===== src/rtl/booth_radix_2_pkg.sv =====
// Shared ALU definitions for the Booth radix-2 multiply unit.
//   WIDTH       - operand width of the multiplier datapath
//   ITERATIONS  - number of Booth steps per multiplication
//   booth_op_e  - encoding of the {Q[0], Qm1} recoding pair
package booth_radix_2_pkg;

    localparam int WIDTH      = 8;
    localparam int ITERATIONS = WIDTH;

    typedef enum logic [1:0] {
        BOOTH_NOP0 = 2'b00,
        BOOTH_ADD  = 2'b01,
        BOOTH_SUB  = 2'b10,
        BOOTH_NOP1 = 2'b11
    } booth_op_e;

    // Form the recoding pair from the multiplier LSB and the previously
    // shifted-out bit.
    function automatic booth_op_e booth_op(input logic q0, input logic qm1);
        return booth_op_e'({q0, qm1});
    endfunction

endpackage


===== src/rtl/booth_radix_2_addsub.sv =====
// booth_addsub: ripple add/subtract built as invert-B plus carry-in.
// Ports:
//   a    (W)  first operand
//   b    (W)  second operand
//   sub  (1)  1 -> a - b, 0 -> a + b
//   sum  (W)  result, modulo 2^W
module booth_addsub #(
    parameter int W = booth_radix_2_pkg::WIDTH + 1
) (
    input  logic [W-1:0] a,
    input  logic [W-1:0] b,
    input  logic         sub,
    output logic [W-1:0] sum
);

    logic [W-1:0] b_eff;

    // Two's-complement subtraction: ~b + 1, the +1 arriving as carry-in.
    assign b_eff = b ^ {W{sub}};
    assign sum   = a + b_eff + {{(W-1){1'b0}}, sub};

endmodule


===== src/rtl/booth_radix_2.sv =====
// booth_radix_2: iterative unsigned WIDTH x WIDTH multiplier using Booth
// radix-2 recoding over an {A, Q, Qm1} register pair. One Booth step per
// enabled clock; a final correction on the MSB turns the signed Booth
// result into the unsigned product.
// Ports:
//   clk      rising-edge clock
//   rst      synchronous active-high reset, overrides start and enable
//   start    load operands and arm a new multiplication (aborts any current one)
//   enable   perform one Booth iteration this cycle
//   multA    multiplicand, unsigned
//   multB    multiplier, unsigned
//   done     product is valid; holds until the next start or rst
//   product  unsigned multA * multB
module booth_radix_2
    import booth_radix_2_pkg::*;
#(
    parameter int WIDTH = booth_radix_2_pkg::WIDTH
) (
    input  logic               clk,
    input  logic               rst,
    input  logic               start,
    input  logic               enable,
    input  logic [WIDTH-1:0]   multA,
    input  logic [WIDTH-1:0]   multB,
    output logic               done,
    output logic [2*WIDTH-1:0] product
);

    localparam int CNT_W = $clog2(WIDTH + 1);
    localparam logic [CNT_W-1:0] LAST_STEP = CNT_W'(WIDTH - 1);

    logic signed [WIDTH:0]   acc;
    logic        [WIDTH:0]   mcand;
    logic        [WIDTH-1:0] mplier;
    logic                    qm1;
    logic        [CNT_W-1:0] cnt;
    logic                    busy;

    booth_op_e               op;
    logic        [WIDTH:0]   addsub_sum;
    logic        [WIDTH:0]   acc_step;
    logic        [WIDTH-1:0] corr_b;
    logic        [WIDTH-1:0] corr_hi;

    assign op = booth_op(mplier[0], qm1);

    booth_addsub #(.W(WIDTH + 1)) u_step_addsub (
        .a   (acc),
        .b   (mcand),
        .sub (op == BOOTH_SUB),
        .sum (addsub_sum)
    );

    always_comb begin
        acc_step = acc;
        case (op)
            BOOTH_ADD,
            BOOTH_SUB: acc_step = addsub_sum;
            default:   acc_step = acc;
        endcase
    end

    always_ff @(posedge clk) begin
        if (rst) begin
            acc    <= '0;
            mcand  <= '0;
            mplier <= '0;
            qm1    <= 1'b0;
            cnt    <= '0;
            busy   <= 1'b0;
            done   <= 1'b0;
        end else if (start) begin
            acc    <= '0;
            mcand  <= {1'b0, multA};
            mplier <= multB;
            qm1    <= 1'b0;
            cnt    <= '0;
            busy   <= 1'b1;
            done   <= 1'b0;
        end else if (enable && busy && !done) begin
            // Arithmetic right shift of {acc_step, Q, Qm1}, sign bit replicated.
            acc    <= {acc_step[WIDTH], acc_step[WIDTH:1]};
            mplier <= {acc_step[0], mplier[WIDTH-1:1]};
            qm1    <= mplier[0];
            cnt    <= cnt + 1'b1;
            if (cnt == LAST_STEP) begin
                busy <= 1'b0;
                done <= 1'b1;
            end
        end
    end

    // Booth treats multB's MSB as a sign bit. After all shifts Qm1 holds that
    // original MSB, so adding the latched multiplicand << WIDTH restores the
    // unsigned product. The low half of the correction is zero, so only the
    // upper half needs an adder.
    assign corr_b = qm1 ? mcand[WIDTH-1:0] : '0;

    booth_addsub #(.W(WIDTH)) u_corr_addsub (
        .a   (acc[WIDTH-1:0]),
        .b   (corr_b),
        .sub (1'b0),
        .sum (corr_hi)
    );

    assign product = {corr_hi, mplier};

endmodule


===== config.mk =====
export PLATFORM = sky130hd
export DESIGN_NAME = booth_radix_2
export DESIGN_NICKNAME = d
export VERILOG_FILES = /design/src/rtl/booth_radix_2_pkg.sv /design/src/rtl/booth_radix_2_addsub.sv /design/src/rtl/booth_radix_2.sv
export SDC_FILE = /design/constraint.sdc
export NUM_CORES = 1
export LEC_CHECK = 0
export ABC_CLOCK_PERIOD_IN_PS = 2950
export BUFFER_PORTS_ARGS = -buffer_cell sky130_fd_sc_hd__buf_2
export CORE_MARGIN = 5
export CORE_UTILIZATION = 30
export DETAILED_ROUTE_END_ITERATION = 7
export PLACE_DENSITY = 0.58
export REMOVE_ABC_BUFFERS = 1
export SYNTH_ARGS = -nofsm -noshare
export SYNTH_HDL_FRONTEND = slang
export SYNTH_HIERARCHICAL = 1
export SYNTH_SLANG_ARGS = --single-unit
export TNS_END_PERCENT = 5

===== constraint.sdc =====
create_clock -name clk -period 2.95 [get_ports clk]
set_clock_uncertainty 0.1 [all_clocks]
set_input_delay 0.1475 -clock clk [delete_from_list [all_inputs] [get_ports clk]]
set_output_delay 0.1475 -clock clk [all_outputs]
set_load 0.05 [all_outputs]

---- After elaboration in Yosys (flattened, before gate mapping) ----
Cells that the tools add are included.
storage, ports and cells
  flip-flop bits (word level) ............. 31
  input bits .............................. 20
  output and inout bits ................... 17
  logic and storage cells ................. 31
operators by class
  add/sub/neg operators ................... 4
  eq/ne operators ......................... 3
  mux-type cells .......................... 7
  bitwise logic cells ..................... 1
  reduce and logical (&&, ||, !) cells .... 9
operators with widths
  kind                                                                   number
  8-bit two-way mux                                                      3
  9-bit by 1-bit adder with 9-bit output                                 1
  9-bit adder                                                            1
  9-bit two-way mux                                                      1
  8-bit by 9-bit XOR with 9-bit output                                   1
  8-bit adder                                                            1
  4-bit by 1-bit adder with 4-bit output, second input constant          1
  4-bit by 3-bit equality test with 1-bit output, second input constant  1
  2-bit AND reduction                                                    2
  2-bit nonzero test                                                     2
  2-bit OR reduction                                                     2
  1-bit two-way mux                                                      3
  2-bit by 1-bit equality test with 1-bit output, second input constant  1
  2-bit equality test, second input constant                             1
  1-bit logical AND                                                      2
  1-bit logical NOT                                                      1

---- Longest topological paths before layout ----
Gate-level depths: netlist of the first run.
  word-level depth ........................ 7
  gate-level depth with buffers ........... 12
  mapped depth without buffers ............ 11

---- By module ----
The synthesis of the first run kept the hierarchy.
by module, submodules not included
  module                         times used  cells an instance  area each (µm²)  sequential area each (µm²)
  booth_radix_2                  1           154                1,451.4          620.6
  booth_addsub at u_step_addsub  1           63                 489.2            0.0
  booth_addsub at u_corr_addsub  1           47                 394.1            0.0

---- Worst setup path after synthesis of the first run ----
No wires, ideal clock.
  path type ............................... register -> output
  start point ............................. register qm1
  end point ............................... output port product[15]
  arrival time ............................ 2,435 ps
  required time ........................... 2,703 ps
  slack ................................... 267 ps
  stages on the path, launching flop included .. 8
  path buffers ............................ 0
  cells stage by stage .................... dfxtp_1 -> and2_1 -> xor2_1 -> ha_1 -> and4_1 -> a211oi_2 -> a311oi_1 -> xnor2_1
between the ends
  cells in the longest elaborated chain, start to end .. 2
ends and longest elaborated chain
  item                      RTL line                    RTL
  start: declaration        booth_radix_2.sv:35         logic qm1;
  start signal: assignment  booth_radix_2.sv:84         qm1 <= mplier[0];
  8-bit two-way mux         booth_radix_2.sv:97         assign corr_b = qm1 ? mcand[WIDTH-1:0] : '0;
  net corr_b[1]             booth_radix_2.sv:42         logic [WIDTH-1:0] corr_b;
  8-bit adder               booth_radix_2_addsub.sv:20  assign sum = a + b_eff + {{(W-1){1'b0}}, sub};
  end: declaration          booth_radix_2.sv:26         output logic [2*WIDTH-1:0] product
The timed path passes the listed nets, and every way through them passes these cells.

---- Worst setup path after layout of the first run ----
Same ends and word-level chain as after synthesis.

==> out/qor.txt, run 1 <==
====================================================================================
Post-layout instance count excluding filler cells .....................          401
Count of port buffers added during placement ..........................           36
Register area share after synthesis ...................................        0.266
Largest family of logic cells by synthesized area ..................... simple AND/OR/NAND/NOR gates
DR iter-0 viols .......................................................           47
Cell count after placement ............................................          391
Number of enable flip-flop cells after synthesis ......................            0
Share of power burned in registers ....................................        0.390
Clock tree root buffer cell ........................................... sky130_fd_sc_hd__clkbuf_8
Total GRT Usage .......................................................        0.107
Netlist area before placement ......................................... 0.00233 sq mm
VDD IR max ............................................................     0.301 mV
Cell internal power dissipation .......................................   0.000781 W
Post-synthesis mux area share .........................................       0.0809
CTS H-tree lvls .......................................................            2
Overall die height ....................................................      98.2 um
Slew headroom .........................................................        0.601
Via count of the first global-routing pass ............................         1857
Comb pwr share ........................................................        0.297
Flip-flop and latch count after synthesis .............................           31
Worst Path Max Fanout .................................................           10
Proportion of synthesized flip-flops having asynchronous set or reset .            0
Horizontal extent of the die ..........................................      98.2 um
Num rows ..............................................................           32
Nature of the critical path endpoint ..................................  output port
Total iterations of the first detailed-routing run ....................            4
Largest net degree at the start of global routing .....................           35
Antenna violations before repair ......................................            0
Most used flip-flop cell after synthesis .............................. sky130_fd_sc_hd__dfxtp_1
Register-to-register path setup slack .................................      0.39 ns
Post-synthesis instance total .........................................          264
Critical Path AT ......................................................      2.44 ns
Per-instance average area after synthesis .............................   8.84 sq um
Setup repair after global routing missed its margin ...................        false
Final Max Slew Viols ..................................................            0
Core region area ...................................................... 0.00765 sq mm
WP data required ......................................................      2.70 ns
Total grt overflow ....................................................            0
Final clock period utilization by the worst path ......................        0.910
Average wire per cell in the routed design ............................      12.6 um
Setup-violating endpoint count in the final report ....................            0
Hold WC Path Type ..................................................... primary input to register
Filler Cell Count .....................................................          816
Sequential cell area ..................................................    622 sq um
First-pass GRT wire length ............................................      8.58 mm
Clock slew seen by the registers of the worst setup and hold paths ....      0.07 ns
Effective utilization at floorplan ....................................        0.305
Fin nets ..............................................................          335
Critical path class ................................................... register to output port
Net switching fraction of the power ...................................        0.334
Total leakage power ...................................................      1.22 nW
Area growth from synthesis to layout ..................................        15.1%
Number of distinct library cells after synthesis ......................           50
Final ANT Viol Nets ...................................................            0
Number of buffers created by CTS ......................................            5
Die area .............................................................. 0.00965 sq mm
Adder-cell share of the synthesized area ..............................       0.0975
Xor/xnor share of the synthesized area ................................        0.113
Crit path launch type .................................................     register
Post-route DRC ........................................................            0
Maximum clock frequency ...............................................      373 MHz
Fin. Hold Viols .......................................................            0
DP HPWL ...............................................................      3.84 mm
Complex-gate fraction of the synthesized area .........................        0.170
Number of clock sinks .................................................           31
Power per cell area ...................................................  436 mW/mm^2
Footprint of the multi-input gates .................................... 0.00155 sq mm
Share of post-route cells with drive strength above 1 .................        0.214
Number of inserted diodes .............................................            0
Relative contribution of the clock network to total power .............        0.312
Min Tclk post-route ...................................................      2.68 ns
Run status ............................................................ finished, final reports clean
Gp weighted congestion ................................................        0.821
Drt total wl ..........................................................      5.06 mm
TritonCTS clock tree ..................................................          yes
Buffer depth of the longest clock path ................................            2
Max Cap Violations ....................................................            0
Area share of and/or/nand/nor cells after synthesis ...................        0.200
Insertion delay to the later sink of the worst-skew pair ..............      0.28 ns
Net Switching .........................................................   0.000391 W
Aggregate negative setup slack ........................................         0 ns
Transition time at the pin with the least slew margin .................     0.596 ns
Post-DR vias/cell .....................................................         4.75
Boundary pin count ....................................................           37
Via count .............................................................         1904
Synthesis warning total ...............................................            6
====================================================================================
-- cells by family after synthesis --
logic type | count (synthesis)
flip-flops | 31
other | 1
AO/OA/AOI/OAI | 48
buffers and inverters | 31
adder cells (fa/ha/maj) | 17
multiplexers | 18
XOR/XNOR | 30
AND/OR/NAND/NOR | 88
-- metrics by stage --
stage / utilization / setup WS (ns) / hold WS, ns / total power (W) / area (sq um)
floorplan: - / 0.120 / 0.116 / 0.000730 / 2230
global placement: 0.335 / 0.294 / 0.296 / 0.000811 / 2560
detailed placement: 0.335 / 0.218 / 0.294 / 0.000814 / 2560
CTS: 0.351 / 0.137 / 0.00461 / 0.00119 / 2680
global route: 0.351 / 0.0812 / 0.00800 / 0.00124 / 2690
finish: 0.351 / 0.266 / 0.00651 / 0.00117 / 2690
-- Yosys cell counts, drive strengths merged (3+ instances only) --
cell type / n / area share
a2111oi: 5 / 0.032
a211oi: 8 / 0.034
a21o: 3 / 0.0096
a21oi: 12 / 0.027
and2: 8 / 0.021
buf: 14 / 0.044
dfxtp: 31 / 0.27
ha: 15 / 0.080
inv: 16 / 0.026
mux2i: 17 / 0.074
nand2: 8 / 0.013
nand3: 6 / 0.013
nand3b: 3 / 0.0096
nor2: 26 / 0.042
nor2b: 6 / 0.019
nor3: 17 / 0.036
o21ai: 7 / 0.015
xnor2: 12 / 0.045
xor2: 18 / 0.068
-- power groups by stage --
stage,Sequential (W),Combinational (W),Clock (W)
after global placement,0.000467,0.000344,0
after CTS,0.000458,0.000350,0.000382
final,0.000458,0.000348,0.000366
after floorplan,0.000492,0.000238,0
after detailed placement,0.000467,0.000347,0
after global routing,0.000461,0.000380,0.000404
-- layout make-up --
type                            instances  area share
Multi-Input combinational cell        203       0.578
Sequential cell                        31       0.231
Timing Repair Buffer                   41      0.0829
Tap cell                              102      0.0475
Clock buffer                            8      0.0373
Inverter                               16      0.0224
-- worst paths after layout --
check	from	to	cells past startpoint
worst max-delay path	qm1	product[15]	8
worst min-delay path	multA[5]	mcand[5]	3
worst max register to register	qm1	acc[7]	10
worst min register to register	cnt[1]	cnt[1]	2
-- placed cells by master, fill, tap and decap left out, types with 4 or more instances in the layout --
cell                        instances
sky130_fd_sc_hd__xnor2_1           12
sky130_fd_sc_hd__o21ai_0            7
sky130_fd_sc_hd__nor3_1            17
sky130_fd_sc_hd__nand2_1            8
sky130_fd_sc_hd__a211oi_2           4
sky130_fd_sc_hd__buf_2             36
sky130_fd_sc_hd__ha_1              14
sky130_fd_sc_hd__a21oi_1           11
sky130_fd_sc_hd__xor2_1            18
sky130_fd_sc_hd__and2_1             8
sky130_fd_sc_hd__clkbuf_8           7
sky130_fd_sc_hd__nand3_1            6
sky130_fd_sc_hd__mux2i_1           16
sky130_fd_sc_hd__a2111oi_2          5
sky130_fd_sc_hd__nor2b_1            5
sky130_fd_sc_hd__a211oi_1           4
sky130_fd_sc_hd__nor2_1            26
sky130_fd_sc_hd__inv_1             16
sky130_fd_sc_hd__dfxtp_1           30
-- layer usage --
| layer | share of wire | vias to the layer above | GRT usage |
|---|---|---|---|
| met4 | 0.011 | 0 | 0.0294 |
| met3 | 0.048 | 6 | 0.0257 |
| li1 | - | 1000 | - |
| met1 | 0.49 | 854 | 0.146 |
| met2 | 0.45 | 44 | 0.170 |
| met5 | 0 | - | 0 |
-- registers in the layout (all words and copies together) (netlist names) --
signal / count
mplier: 8
cnt: 4
done: 1
mcand: 8
busy: 1
acc: 8
qm1: 1
-- worst max-delay path, stage by stage, from the launching register on --
cell and delay (ns):
sky130_fd_sc_hd__dfxtp_2 0.39, sky130_fd_sc_hd__and2_1 0.17, sky130_fd_sc_hd__xor2_1 0.27, sky130_fd_sc_hd__ha_1 0.30
sky130_fd_sc_hd__and4_1 0.19, sky130_fd_sc_hd__a211oi_2 0.26, sky130_fd_sc_hd__a311oi_1 0.14, sky130_fd_sc_hd__xnor2_1 0.16
sky130_fd_sc_hd__buf_2 0.28
-- repair_timing --
| item | in CTS | in global routing |
|---|---|---|
| setup buffers | 0 | 0 |
| resized for setup | 0 | 2 |
| endpoints found under the hold margin | 2 | 0 |
| endpoints found under the setup margin | 0 | 4 |
| hold buffers | 2 | 0 |
Note: power is estimated with default switching activity, not from simulation.
==> run 2, diff against run 1 <==
- CORE_UTILIZATION: 30 -> 57
- PLACE_DENSITY: 0.58 -> 0.9
==> run 2 against run 1 <==
  * Fmax fell by 0.81%
  * Register-to-register slack worse by 0.03 ns
  * Non-clock buffer count stayed put
  * Total power increased by 6.3%
  * Die area decreased by 43%
  * Worst hold slack gained 0.0015 ns
  * Final cell count is 13% lower
  * First-iteration DRC count rose by 53%
  * Design area decreased by 1.9%
  * Critical path type unchanged
  * Largest cell class unchanged
==> out/qor.txt, run 2 (synthesis results as in run 1) <==
=====================================================================================
Buffer depth of the longest clock path .................................            2   unchanged
Net Switching ..........................................................   0.000405 W   +3.5%
Aggregate negative setup slack .........................................         0 ns   unchanged
Setup repair after global routing missed its margin ....................        false
Gp weighted congestion .................................................        0.864   +5.3%
Worst Path Max Fanout ..................................................           10   unchanged
Number of buffers created by CTS .......................................            5   unchanged
Comb pwr share .........................................................        0.282   -0.015
Power per cell area ....................................................  473 mW/mm^2   +8.3%
Via count of the first global-routing pass .............................         1967   +5.9%
Die area ............................................................... 0.00548 sq mm   -43%
Count of port buffers added during placement ...........................           36   unchanged
Effective utilization at floorplan .....................................        0.584   +0.278
Relative contribution of the clock network to total power ..............        0.351   +0.039
Worst hold start .......................................................     multA[5]
Destination of the worst hold path .....................................     mcand[5]
WP data required .......................................................      2.70 ns   about the same
First-pass GRT wire length .............................................      8.45 mm   -1.6%
Cell count after placement .............................................          340   -13%
Post-route DRC .........................................................            0   unchanged
Insertion delay to the later sink of the worst-skew pair ...............      0.28 ns   about the same
Total iterations of the first detailed-routing run .....................            4   unchanged
Clock slew seen by the registers of the worst setup and hold paths .....      0.07 ns   about the same
Crit path launch type ..................................................     register
Total leakage power ....................................................      1.23 nW   +0.81%
Startpoint of the worst register-to-register path ......................          qm1
Final clock period utilization by the worst path .......................        0.917   +0.00744
Boundary pin count .....................................................           37   unchanged
DR iter-0 viols ........................................................           72   +53%
Slew headroom ..........................................................        0.650   +0.0483
VDD IR max .............................................................     0.350 mV   +17%
Nature of the critical path endpoint ...................................  output port
Hold Path Cell Cnt .....................................................            3   unchanged
Average wire per cell in the routed design .............................      14.1 um   +12%
Most frequent cells in the layout ...................................... sky130_fd_sc_hd__buf_2 (36), sky130_fd_sc_hd__dfxtp_1 (30), sky130_fd_sc_hd__nor2_1 (26)
Maximum clock frequency ................................................      370 MHz   -0.81%
CTS H-tree lvls ........................................................            2   unchanged
Final Max Slew Viols ...................................................            0   unchanged
Number of clock sinks ..................................................           31   unchanged
Core region area ....................................................... 0.00400 sq mm   -48%
Min Tclk post-route ....................................................      2.71 ns   +0.0219 ns
Most frequent standard cell in the layout excluding fill and tap cells . sky130_fd_sc_hd__buf_2
Register-to-register path setup slack ..................................      0.36 ns   -0.03 ns
Share of post-route cells with drive strength above 1 ..................        0.221   +0.00669
DP HPWL ................................................................      3.71 mm   -3.4%
Setup-violating endpoint count in the final report .....................            0   unchanged
Hold WC Path Type ...................................................... primary input to register
WHS ....................................................................   0.00797 ns   +0.00146 ns
Max Cap Violations .....................................................            0   unchanged
Cell internal power dissipation ........................................   0.000841 W   +7.7%
Drt total wl ...........................................................      4.92 mm   -2.8%
Overall die height .....................................................        74 um   -25%
Post-DR vias/cell ......................................................         5.71   +20%
Net switching fraction of the power ....................................        0.325   -0.00866
Fin nets ...............................................................          335   unchanged
Horizontal extent of the die ...........................................        74 um   -25%
Total GRT Usage ........................................................        0.197   +0.0899
Largest net degree at the start of global routing ......................           35   unchanged
Final ANT Viol Nets ....................................................            0   unchanged
Via count ..............................................................         1993   +4.7%
Worst R2R End ..........................................................       acc[7]
Largest regs ........................................................... acc (8), mcand (8), mplier (8)
Post-layout instance count excluding filler cells ......................          349   -13%
Critical path class .................................................... register to output port
Fin. Hold Viols ........................................................            0   unchanged
Total grt overflow .....................................................            0   unchanged
Number of inserted diodes ..............................................            0   unchanged
Antenna violations before repair .......................................            0   unchanged
Num rows ...............................................................           23   -28%
Transition time at the pin with the least slew margin ..................     0.524 ns   -0.0722 ns
Worst r2r path cells ...................................................           10   unchanged
Area growth from synthesis to layout ...................................        12.9%
Clock tree root buffer cell ............................................ sky130_fd_sc_hd__clkbuf_8
Critical Path AT .......................................................      2.46 ns   +0.02 ns
TritonCTS clock tree ...................................................          yes
Share of power burned in registers .....................................        0.367   -0.023
Run status ............................................................. finished, final reports clean
=====================================================================================
==> run 2: changes by cell type in the layout (fill, tap and decap cells not counted) <==
cell                            before  now
sky130_fd_sc_hd__buf_4               3    4
sky130_fd_sc_hd__bufinv_16           0    1
sky130_fd_sc_hd__clkbuf_1            1    0
sky130_fd_sc_hd__clkbuf_8            7    6
sky130_fd_sc_hd__clkinv_2            0    1
sky130_fd_sc_hd__dlygate4sd3_1       2    1
==> run 2: routing by layer <==
layer / vias up / routed length, um / track usage
li1: 999 / - / -
met1: 929 / 2140 / 0.241
met2: 53 / 2410 / 0.340
met3: 12 / 276 / 0.0432
met4: 0 / 85 / 0.0724
met5: - / 0 / 0
==> run 2: through the flow <==
| stage | power [W] | utilization | setup slack, ns | instance area, sq um |
|---|---|---|---|---|
| 2_1_floorplan | 0.000730 | - | 0.120 | 2230 |
| 3_3_place_gp | 0.000803 | 0.626 | 0.339 | 2500 |
| 3_5_place_dp | 0.000814 | 0.626 | 0.198 | 2500 |
| 4_1_cts | 0.00125 | 0.658 | 0.133 | 2630 |
| 5_1_grt | 0.00131 | 0.659 | 0.0651 | 2640 |
| 6_report | 0.00125 | 0.659 | 0.244 | 2640 |
==> run 2: worst max-delay path: stages, from the launching register on <==
cell and delay [ns]:
sky130_fd_sc_hd__dfxtp_2 0.36, sky130_fd_sc_hd__and2_1 0.21, sky130_fd_sc_hd__mux2_4 0.33, sky130_fd_sc_hd__fa_1 0.42, sky130_fd_sc_hd__a21o_1 0.18, sky130_fd_sc_hd__a21oi_1 0.23
sky130_fd_sc_hd__o21ai_0 0.12, sky130_fd_sc_hd__nand3_1 0.07, sky130_fd_sc_hd__buf_2 0.26
==> run 2: power groups by stage <==
stage	clock (W)	sequential, W	combinational, W
floorplan	0	0.000492	0.000238
detailed placement	0	0.000466	0.000348
global placement	0	0.000466	0.000337
global route	0.000463	0.000460	0.000384
finish	0.000437	0.000457	0.000352
CTS	0.000447	0.000457	0.000351
==> run 2: worst max path at each step <==
stage	startpoint	cells after the start	endpoint	slack, ns
finish	qm1	8	product[14]	0.24
global placement	qm1	10	acc[7]	0.34
CTS	qm1	8	product[15]	0.13
global route	qm1	8	product[14]	0.07
detailed placement	qm1	10	acc[7]	0.20
floorplan	mplier[0]	9	acc[7]	0.12
==> run 2: cell type report <==
cell class | count | area (sq um)
sequential | 31 | 622
clock inverter | 2 | 35.0
clock buffer | 6 | 82.6
timing repair buffer | 41 | 220
tap | 50 | 62.6
inverter | 16 | 60.1
multi-input combinational | 203 | 1550
fill | 309 | 1360
==> run 2: what timing repair did <==
action / 4_1_cts / 5_1_grt
gates resized for setup: 0 / 2
setup endpoints to repair: 0 / 2
hold buffers: 1 / 0
endpoints found under the hold margin: 1 / 0
setup buffers: 0 / 0
==> run 3, diff against run 2 <==
- ABC_CLOCK_PERIOD_IN_PS: 2950 -> 3200
- CORE_ASPECT_RATIO: not set -> 1.2
- CORE_UTILIZATION: 57 -> 61
- PLACE_DENSITY: 0.9 -> 0.95
- clock period: 2.95 -> 3.2 ns (I/O delays scaled with it)
==> run 3 against run 2 <==
  * Utilization rose by 4.5 points
  * Highest routed layer unchanged
  * Sequential power fell by 7.2%
  * Non-clock buffer count fell by 3
  * Critical path depth is the same
  * Critical endpoint is now product[15]
  * Largest power group unchanged
  * Worst setup slack improved by 0.14 ns
  * Wire length grew 13%
  * Die area fell by 5.6%
  * Global-route usage rose by 3.7 points
  * Design area fell by 2.1%
  * Sequential share of layout area up 0.47 points
  * Combinational power is 6.5% lower
==> out/qor.txt, run 3 (synthesis results as in run 1) <==
=====================================================================================
Effective utilization at floorplan .....................................        0.637   +0.0536
Clock tree root buffer cell ............................................ sky130_fd_sc_hd__clkbuf_8
Post-Place Worst Slack .................................................     0.446 ns   +0.248 ns
Count of cells resized by post-cts repair ..............................            0   unchanged
Most frequent cells in the layout ...................................... sky130_fd_sc_hd__buf_2 (36), sky130_fd_sc_hd__dfxtp_1 (31), sky130_fd_sc_hd__nor2_1 (26)
Aggregate negative setup slack .........................................         0 ns   unchanged
Fin nets ...............................................................          332   -0.90%
Buffer depth of the longest clock path .................................            2   unchanged
Antenna violations before repair .......................................            0   unchanged
Comb pwr share .........................................................        0.309   +0.027
Via count ..............................................................         2043   +2.5%
Largest regs ........................................................... acc (8), mcand (8), mplier (8)
Share of power burned in registers .....................................        0.399   +0.032
TritonCTS clock tree ...................................................          yes
Setup repair after global routing missed its margin ....................        false
Number of inserted diodes ..............................................            0   unchanged
Total grt overflow .....................................................            0   unchanged
Relative contribution of the clock network to total power ..............        0.292   -0.059
Critical path class .................................................... register to output port
Fin. Hold Viols ........................................................            0   unchanged
DR iter-0 viols ........................................................          101   +40%
Transition time at the pin with the least slew margin ..................     0.782 ns   +0.258 ns
Final clock period utilization by the worst path .......................        0.881
Drt total wl ...........................................................      5.56 mm   +13%
Setup-violating endpoint count in the final report .....................            0   unchanged
Core region area ....................................................... 0.00366 sq mm   -8.4%
Destination of the worst hold path .....................................     mcand[2]
DP HPWL ................................................................      4.15 mm   +12%
Run status ............................................................. finished, final reports clean
Overall die height .....................................................      77.8 um   +5.1%
Total leakage power ....................................................      1.21 nW   -2.2%
CTS H-tree lvls ........................................................            2   unchanged
Boundary pin count .....................................................           37   unchanged
Total iterations of the first detailed-routing run .....................            4   unchanged
Slew headroom ..........................................................        0.479   -0.171
Net switching fraction of the power ....................................        0.352   +0.0267
Post-DR vias/cell ......................................................         5.89   +3.1%
Worst hold start .......................................................     multA[2]
VDD IR max .............................................................     0.355 mV   +1.2%
Min Tclk post-route ....................................................      2.82 ns
Share of post-route cells with drive strength above 1 ..................        0.207   -0.0140
Maximum clock frequency ................................................      355 MHz
Via count of the first global-routing pass .............................         2073   +5.4%
First-pass GRT wire length .............................................      9.52 mm   +13%
Die area ............................................................... 0.00517 sq mm   -5.6%
Net Switching ..........................................................   0.000374 W   -7.5%
Count of buffers added by post-CTS timing repair for setup .............            0   unchanged
Number of clock sinks ..................................................           31   unchanged
Largest net degree at the start of global routing ......................           35   unchanged
Num rows ...............................................................           24   +4.3%
Total GRT Usage ........................................................        0.234   +0.0371
Cell internal power dissipation ........................................   0.000690 W   -18%
WP data required .......................................................      2.94 ns   +0.24 ns
Worst R2R End ..........................................................       acc[7]
Most frequent standard cell in the layout excluding fill and tap cells . sky130_fd_sc_hd__buf_2
Post-route DRC .........................................................            0   unchanged
Register-to-register path setup slack ..................................      0.41 ns   +0.05 ns
Power per cell area ....................................................  413 mW/mm^2   -13%
Post-route setup slack .................................................     0.381 ns   +0.137 ns
Clock slew seen by the registers of the worst setup and hold paths .....      0.06 ns   about the same
Worst r2r path cells ...................................................           10   unchanged
Number of buffers created by CTS .......................................            5   unchanged
Count of port buffers added during placement ...........................           36   unchanged
Hold Path Cell Cnt .....................................................            3   unchanged
Nature of the critical path endpoint ...................................  output port
Average wire per cell in the routed design .............................      16.0 um   +14%
Crit path launch type ..................................................     register
Final ANT Viol Nets ....................................................            0   unchanged
Gp weighted congestion .................................................        0.909   +5.2%
Insertion delay to the later sink of the worst-skew pair ...............      0.28 ns   about the same
Post-cts hold buffer count .............................................            0   -1
Area growth from synthesis to layout ...................................        10.5%
Critical Path AT .......................................................      2.56 ns   +0.10 ns
Worst Path Max Fanout ..................................................           10   unchanged
Max Cap Violations .....................................................            0   unchanged
Startpoint of the worst register-to-register path ......................          qm1
Hold WC Path Type ...................................................... primary input to register
Horizontal extent of the die ...........................................      66.5 um   -10%
Final Max Slew Viols ...................................................            0   unchanged
=====================================================================================
[run 3: cell count changes in the layout (fill, tap and decap cells not counted), sizes merged]
cell / before / now
buf: 40 / 38
bufinv: 1 / 0
dlygate4sd3: 1 / 0
[run 3: stage by stage]
step / std cells / power (W) / util / instance area [sq um] / hold slack, ns
2_1_floorplan: 250 / 0.000673 / - / 2230 / 0.129
3_3_place_gp: 340 / 0.000741 / 0.680 / 2490 / 0.294
3_5_place_dp: 340 / 0.000755 / 0.680 / 2490 / 0.301
4_1_cts: 347 / 0.00107 / 0.704 / 2580 / 0.00456
5_1_grt: 347 / 0.00112 / 0.704 / 2580 / 0.0255
6_report: 347 / 0.00106 / 0.704 / 2580 / 0.0107
[run 3: worst max-delay path by stage]
stage	startpoint	endpoint	slack, ns	cells past startpoint
2_1_floorplan	mplier[0]	acc[7]	0.37	9
3_3_place_gp	qm1	acc[7]	0.61	10
3_5_place_dp	qm1	acc[7]	0.45	10
4_1_cts	qm1	product[15]	0.38	8
5_1_grt	qm1	product[15]	0.24	8
6_report	qm1	product[15]	0.38	8
[run 3: area by class of cell]
type,count,area [sq um]
Tap cell,52,65.1
Multi-Input combinational cell,203,1550
Clock inverter,1,5.00
Inverter,16,60.1
Sequential cell,31,621
Fill cell,286,1080
Timing Repair Buffer,38,195
Clock buffer,6,82.6
[run 3: power by group through the flow]
stage	Combinational (W)	Sequential, W	Clock, W
5_1_grt	0.000357	0.000426	0.000333
2_1_floorplan	0.000219	0.000454	0
3_5_place_dp	0.000323	0.000432	0
3_3_place_gp	0.000311	0.000430	0
6_report	0.000329	0.000424	0.000311
4_1_cts	0.000327	0.000424	0.000316
[run 3: critical path, cell delays in order (launching register included)]
cell and delay [ns]:
sky130_fd_sc_hd__dfxtp_1 0.45, sky130_fd_sc_hd__and2_1 0.19, sky130_fd_sc_hd__xor2_1 0.25, sky130_fd_sc_hd__ha_1 0.30, sky130_fd_sc_hd__and4_1 0.19, sky130_fd_sc_hd__a211oi_2 0.29
sky130_fd_sc_hd__a311oi_1 0.15, sky130_fd_sc_hd__xnor2_1 0.17, sky130_fd_sc_hd__buf_2 0.28
[run 3: metal layers]
metal | up-vias | global-route usage | routed length [um]
met5 | - | 0 | 0
met4 | 0 | 0.0833 | 155
met3 | 18 | 0.0491 | 293
li1 | 992 | - | -
met2 | 69 | 0.424 | 2970
met1 | 964 | 0.264 | 2140
